==> src/rtl/cart_mem_arbiter.sv <==
// Cartridge ROM store arbiter: serialises loader writes and CPU reads onto one
// memory port, one access outstanding, with an abort timeout and sticky error.
// Optional one-entry read cache compiled in with `define CART_READ_CACHE_EN.
module cart_mem_arbiter #(
  parameter int unsigned TIMEOUT_CYC = 64
) (
  input  logic        i_clk,
  input  logic        i_reset,
  input  logic        i_ioctl_isrom,
  input  logic        i_ioctl_wr,
  input  logic [24:0] i_ioctl_addr,
  input  logic [7:0]  i_ioctl_dout,
  output logic        o_ioctl_wait,
  input  logic        i_cpu_rd,
  input  logic [24:0] i_cpu_addr,
  output logic [7:0]  o_cpu_data,
  output logic        o_cpu_wait,
  output logic        o_mem_req,
  output logic        o_mem_we,
  output logic [24:0] o_mem_addr,
  output logic [7:0]  o_mem_din,
  input  logic [7:0]  i_mem_dout,
  input  logic        i_mem_ack,
  output logic        o_err
);

  typedef enum logic [1:0] {StIdle, StBusyWr, StBusyRd} state_e;

  // Last BUSY cycle index; the access aborts at the end of this cycle.
  localparam logic [7:0] TmoLast = 8'(TIMEOUT_CYC - 1);

  state_e      r_state, w_state_d;
  logic        r_wr_pend, r_rd_pend, r_cpu_rd_q, r_mem_req, r_mem_we, r_err;
  logic [24:0] r_wr_addr, r_rd_addr, r_mem_addr;
  logic [7:0]  r_wr_data, r_mem_din, r_cpu_data, r_tmo_cnt;

  logic        w_rd_rise, w_rom_rd, w_cache_hit, w_rd_miss, w_wr_accept, w_tag_hit;
  logic        w_start_wr, w_start_rd, w_done, w_timeout, w_end_rd, w_end_wr;
  logic [7:0]  w_hit_data;

  assign w_rd_rise   = i_cpu_rd & ~r_cpu_rd_q;
  assign w_rom_rd    = w_rd_rise & i_ioctl_isrom;
  assign w_cache_hit = w_rd_rise & ~i_ioctl_isrom & w_tag_hit;
  assign w_rd_miss   = w_rd_rise & ~i_ioctl_isrom & ~w_tag_hit;
  // The write holding register is free exactly when the loader is not stalled.
  assign w_wr_accept = i_ioctl_wr & ~r_wr_pend;
  assign w_end_rd    = (w_done | w_timeout) & (r_state == StBusyRd);
  assign w_end_wr    = (w_done | w_timeout) & (r_state == StBusyWr);

  assign o_ioctl_wait = r_wr_pend;
  assign o_cpu_wait   = w_rd_miss | r_rd_pend | (r_state == StBusyRd);
  assign o_cpu_data   = r_cpu_data;
  assign o_mem_req    = r_mem_req;
  assign o_mem_we     = r_mem_we;
  assign o_mem_addr   = r_mem_addr;
  assign o_mem_din    = r_mem_din;
  assign o_err        = r_err;

  // Next-state decode: writes win over reads, BUSY ends on ack or timeout.
  always_comb begin
    w_state_d  = r_state;
    w_start_wr = 1'b0;
    w_start_rd = 1'b0;
    w_done     = 1'b0;
    w_timeout  = 1'b0;
    unique case (r_state)
      StIdle: begin
        if (r_wr_pend) begin
          w_state_d  = StBusyWr;
          w_start_wr = 1'b1;
        end else if (r_rd_pend) begin
          w_state_d  = StBusyRd;
          w_start_rd = 1'b1;
        end
      end
      StBusyWr, StBusyRd: begin
        if (i_mem_ack) begin
          w_state_d = StIdle;
          w_done    = 1'b1;
        end else if (r_tmo_cnt == TmoLast) begin
          w_state_d = StIdle;
          w_timeout = 1'b1;
        end
      end
      default: w_state_d = StIdle;
    endcase
  end

  // State, request capture, memory port and result registers.
  always_ff @(posedge i_clk) begin
    if (i_reset) begin
      r_state    <= StIdle;
      r_cpu_rd_q <= 1'b0;
      r_wr_pend  <= 1'b0;
      r_wr_addr  <= '0;
      r_wr_data  <= '0;
      r_rd_pend  <= 1'b0;
      r_rd_addr  <= '0;
      r_mem_req  <= 1'b0;
      r_mem_we   <= 1'b0;
      r_mem_addr <= '0;
      r_mem_din  <= '0;
      r_tmo_cnt  <= '0;
      r_err      <= 1'b0;
      r_cpu_data <= 8'hFF;
    end else begin
      r_state    <= w_state_d;
      r_cpu_rd_q <= i_cpu_rd;

      if (w_wr_accept) begin
        r_wr_pend <= 1'b1;
        r_wr_addr <= i_ioctl_addr;
        r_wr_data <= i_ioctl_dout;
      end else if (w_end_wr) begin
        r_wr_pend <= 1'b0;
      end

      if (w_rd_miss) begin
        r_rd_pend <= 1'b1;
        r_rd_addr <= i_cpu_addr;
      end else if (w_end_rd) begin
        r_rd_pend <= 1'b0;
      end

      if (w_start_wr) begin
        r_mem_req  <= 1'b1;
        r_mem_we   <= 1'b1;
        r_mem_addr <= r_wr_addr;
        r_mem_din  <= r_wr_data;
        r_tmo_cnt  <= '0;
      end else if (w_start_rd) begin
        r_mem_req  <= 1'b1;
        r_mem_we   <= 1'b0;
        r_mem_addr <= r_rd_addr;
        r_tmo_cnt  <= '0;
      end else if (w_done | w_timeout) begin
        r_mem_req <= 1'b0;
        r_mem_we  <= 1'b0;
      end else if (r_state != StIdle) begin
        r_tmo_cnt <= r_tmo_cnt + 8'd1;
      end

      if (w_timeout) r_err <= 1'b1;

      if (w_end_rd && w_done) begin
        r_cpu_data <= i_mem_dout;
      end else if (w_end_rd || w_rom_rd) begin
        r_cpu_data <= 8'hFF;
      end else if (w_cache_hit) begin
        r_cpu_data <= w_hit_data;
      end
    end
  end

`ifdef CART_READ_CACHE_EN
  logic        r_cache_valid, r_isrom_q;
  logic [24:0] r_cache_tag;
  logic [7:0]  r_cache_data;

  assign w_tag_hit  = r_cache_valid & (i_cpu_addr == r_cache_tag);
  assign w_hit_data = r_cache_data;

  // One-entry cache; invalidation beats a same-cycle fill so stale data never survives.
  always_ff @(posedge i_clk) begin
    if (i_reset) begin
      r_cache_valid <= 1'b0;
      r_isrom_q     <= 1'b0;
      r_cache_tag   <= '0;
      r_cache_data  <= 8'hFF;
    end else begin
      r_isrom_q <= i_ioctl_isrom;
      if (w_wr_accept || (i_ioctl_isrom && !r_isrom_q) || w_timeout) begin
        r_cache_valid <= 1'b0;
      end else if (w_end_rd && w_done) begin
        r_cache_valid <= 1'b1;
        r_cache_tag   <= r_mem_addr;
        r_cache_data  <= i_mem_dout;
      end
    end
  end
`else
  assign w_tag_hit  = 1'b0;
  assign w_hit_data = 8'hFF;
`endif

endmodule

==> config.mk <==
export PLATFORM = sky130hd
export DESIGN_NAME = cart_mem_arbiter
export DESIGN_NICKNAME = d
export VERILOG_FILES = /design/src/rtl/cart_mem_arbiter.sv
export SDC_FILE = /design/constraint.sdc
export NUM_CORES = 1
export LEC_CHECK = 0
export BUFFER_PORTS_ARGS = -buffer_cell sky130_fd_sc_hd__buf_2
export CORE_UTILIZATION = 35
export DETAILED_ROUTE_END_ITERATION = 8
export PLACE_DENSITY_LB_ADDON = 0.1
export SYNTH_ARGS = -nofsm -noshare
export SYNTH_HDL_FRONTEND = slang
export SYNTH_SLANG_ARGS = --single-unit
==> constraint.sdc <==
create_clock -name i_clk -period 2.39 [get_ports i_clk]
set_clock_uncertainty 0.1 [all_clocks]
set_input_delay 0.1195 -clock i_clk [delete_from_list [all_inputs] [get_ports i_clk]]
set_output_delay 0.1195 -clock i_clk [all_outputs]
set_load 0.01 [all_outputs]
==> summary.txt <==
Synthesis
  – Yosys top cell area share: 53.24%
  – Syn Nets: 581
  – Post-synth ARST share: 0%
  – Synth area leader: dfxtp_1
  – YS warnings: 0
  – Mapped cell area: 4324 um^2
  – Netlist cell types: 43
  – Seq/Total Area, Yosys: 53.24%
  – Post-synth EDFFs: 0
  – Top cells by area, synth: dfxtp_1 53%, nand2_1 14%, a21oi_1 8.4%, mux2i_1 6.0%, o21ai_0 3.6%
  – Synth Flop Type: dfxtp_1
  – Avg Cell Area, Syn: 8.563 um^2
  – Yosys reg bits: 115
  – Post-Synthesis Cells: 505

Power
  – Pwr/cell area: 759.6 nW/um^2
  – Clk pwr share: 45.0%
  – P_int: 3.649 mW
  – Total power: 4.754 mW
  – Comb power frac: 11.8%
  – Seq pwr share: 43.2%
  – Sw frac: 23.25%
  – NetSw: 1.105 mW
  – Max VDD drop: 0.4026 mV
  – LEAKAGE: 2.580 nW

Finish
  – Fin util: 52.10%
  – Fin nets: 767
  – Layout area overhead: 44.73%
  – Layout cells sized above 1: 23.56%
  – Ant. Diodes: 0

CTS
  – Clock latency on the worst-skew pair: 0.41 ns
  – H-tree depth: 4
  – Root cell of the clock tree: clkbuf_16
  – CTS tree: built
  – Total setup buffers inserted after CTS: 0
  – Maximum clock path buffer count: 2
  – CTS Sinks: 115
  – Inserted Clock Buffers: 17
  – Worst-path clk slew: 0.05 ns

Place
  – # port buffers: 117
  – GPL Wtd Cong: 0.8032
  – Pre-CTS setup slack: 0.3009 ns
  – Placed wire-length estimate: 7642 um

Worst setup path
  – Cells on worst reg2reg path: 6
  – Worst Setup End Kind: flip-flop
  – Worst Path Arrival: 2.34 ns
  – CP startpoint: r_state[0]
  – Reg2reg start: r_state[0]
  – Data required, critical path: 2.63 ns
  – Startpoint Class: flip-flop
  – CP Max Fanout: 12
  – Reg-to-reg endpoint: r_tmo_cnt[7]
  – Crit path kind: flip-flop to flip-flop
  – Reg-to-reg slack, setup: 0.29 ns

Timing
  – Slew Viols, Final: 0
  – Period minus WS final: 2.095 ns
  – RSZ-0062 raised after global routing: false
  – # setup viols final: 0
  – Min Hold Slack: 0.06433 ns
  – Final worst slack: 0.2945 ns
  – Final critical-path share of the clock period: 87.68%
  – Setup_tns: 0 ns
  – Hold Fails Final Rpt: 0
  – Max frequency: 477.2 MHz
  – Slew margin rel.: 64.58%
  – Slew @ Worst Pin: 0.5314 ns

GRT
  – GRT overflow: 0
  – Largest net degree at the start of global routing: 34
  – First-pass GRT wire length: 19330 um
  – GRT Util Overall: 19.45%
  – Initial antenna violation count: 0
  – Vias in the first global route: 4082

Min path
  – Min-delay src: i_reset
  – WHS Endpoint: o_err
  – Worst Hold Depth: 2
  – Hold WC Path Type: input pin to flip-flop

Floorplan
  – Die Span Y: 113.2 um
  – Die area: 12800 um^2
  – Rows: 40
  – Area of the core: 12010 um^2
  – Die W: 113.2 um
  – IO Count: 118
  – Initial Utilization: 36.00%

Drt
  – DR DRC count: 0
  – Vias per Instance: 4.781
  – Per-cell routed wire length: 13.79 um
  – Detail Route Antenna Nets: 0
  – Routed wire length: 11630 um
  – DR vias: 4030
  – DRT iter0 DRCs: 177
  – TritonRoute pass-1 iters: 4

Run status
  – Status: finished, final reports clean

Run
  – Max-cap check violation count: 0
==> kinds of logic (layout without fill, tap and decap cells) <==
group | count (synthesis) | after routing | share of synthesized area [%]
AND/OR/NAND/NOR | 193 | 193 | 18.81
adder cells (fa/ha/maj) | 4 | 4 | 1.157
flip-flops | 115 | 115 | 53.24
XOR/XNOR | 2 | 2 | 0.4052
buffers and inverters | 38 | 229 | 3.848
multiplexers | 26 | 26 | 6.019
AO/OA/AOI/OAI | 127 | 127 | 16.52
==> cell usage in the layout, fill, tap and decap left out, types with 6 or more instances in the layout <==
cell type and count:
buf_4 14, nand2_1 162, clkbuf_16 17, o22a_1 8
a21oi_1 73, nor2_1 6, dfxtp_1 115, dlygate4sd3_1 68
mux2i_1 26, buf_2 117, o21ai_0 31
==> critical path: stages, from the launching register on <==
cell	delay (ns)
dfxtp_1	0.36
inv_1	0.08
ha_1	0.37
a21oi_1	0.25
o21ai_2	0.20
or4_1	0.53
a21oi_1	0.15
==> cell usage after synthesis, types with 2 or more instances <==
| master | number |
|---|---|
| o22a_1 | 8 |
| nor2b_1 | 5 |
| inv_1 | 5 |
| or3_1 | 4 |
| o31ai_1 | 2 |
| o21ai_0 | 31 |
| nand2b_1 | 2 |
| a21oi_1 | 73 |
| mux2i_1 | 26 |
| nand3_1 | 3 |
| clkbuf_1 | 21 |
| buf_4 | 2 |
| nand2_1 | 162 |
| o21a_1 | 2 |
| buf_2 | 7 |
| buf_1 | 2 |
| or4_1 | 2 |
| dfxtp_1 | 115 |
| ha_1 | 4 |
| nor2_1 | 6 |
==> final cells by class <==
class	instances	area [um^2]
multi-input cells	352	1869
fillers	1165	5753
repair buffers	200	1391
flip-flops and latches	115	2302
well taps	147	183.9
clock buffers	23	488.0
clock inverters	1	5.005
inverters	5	18.77
==> flip-flops by register name, summed over array words and instances (netlist names) <==
name,flops
o_mem_we,1
r_state,2
o_cpu_data,8
r_wr_data,8
o_mem_din,8
r_wr_addr,25
o_mem_req,1
r_tmo_cnt,8
r_cpu_rd_q,1
o_err,1
r_rd_addr,25
r_rd_pend,1
o_ioctl_wait,1
o_mem_addr,25
==> stage by stage <==
| stage | cell area (um^2) | cells |
|---|---|---|
| after floorplan | 4324 | 505 |
| after global placement | 5085 | 751 |
| after detailed placement | 5085 | 751 |
| after CTS | 6259 | 843 |
| after global routing | 6259 | 843 |
| final | 6259 | 843 |
==> routing by layer <==
metal  share of wire [%]  GRT usage (%)  up-vias
li1                    -              -     2075
met1                  46          23.77     1838
met2                  48          32.23       96
met3                 4.4          4.821       21
met4                 2.3          9.035        0
met5                   0              0        -
==> what timing repair did <==
| action | 4_1_cts | 5_1_grt |
|---|---|---|
| setup endpoints to repair | 0 | 0 |
| resized for setup | 0 | 0 |
| hold buffers | 68 | 0 |
| endpoints found under the hold margin | 68 | 0 |
==> power by group through the flow <==
stage	registers (mW)	clock network, mW	logic, mW
2_1_floorplan	2.09	0	0.282
3_3_place_gp	2.09	0	0.475
3_5_place_dp	2.09	0	0.482
4_1_cts	2.05	2.20	0.570
5_1_grt	2.06	2.29	0.626
6_report	2.05	2.14	0.563
==> worst max-delay path by stage <==
stage / endpoint / slack (ns)
finish: r_tmo_cnt[7] / 0.29
global route: r_tmo_cnt[7] / 0.16
CTS: r_tmo_cnt[7] / 0.29
detailed placement: r_tmo_cnt[7] / 0.30
global placement: r_tmo_cnt[7] / 0.43
floorplan: r_tmo_cnt[7] / 0.58
No activity file was read; power rests on OpenSTA's default activity.
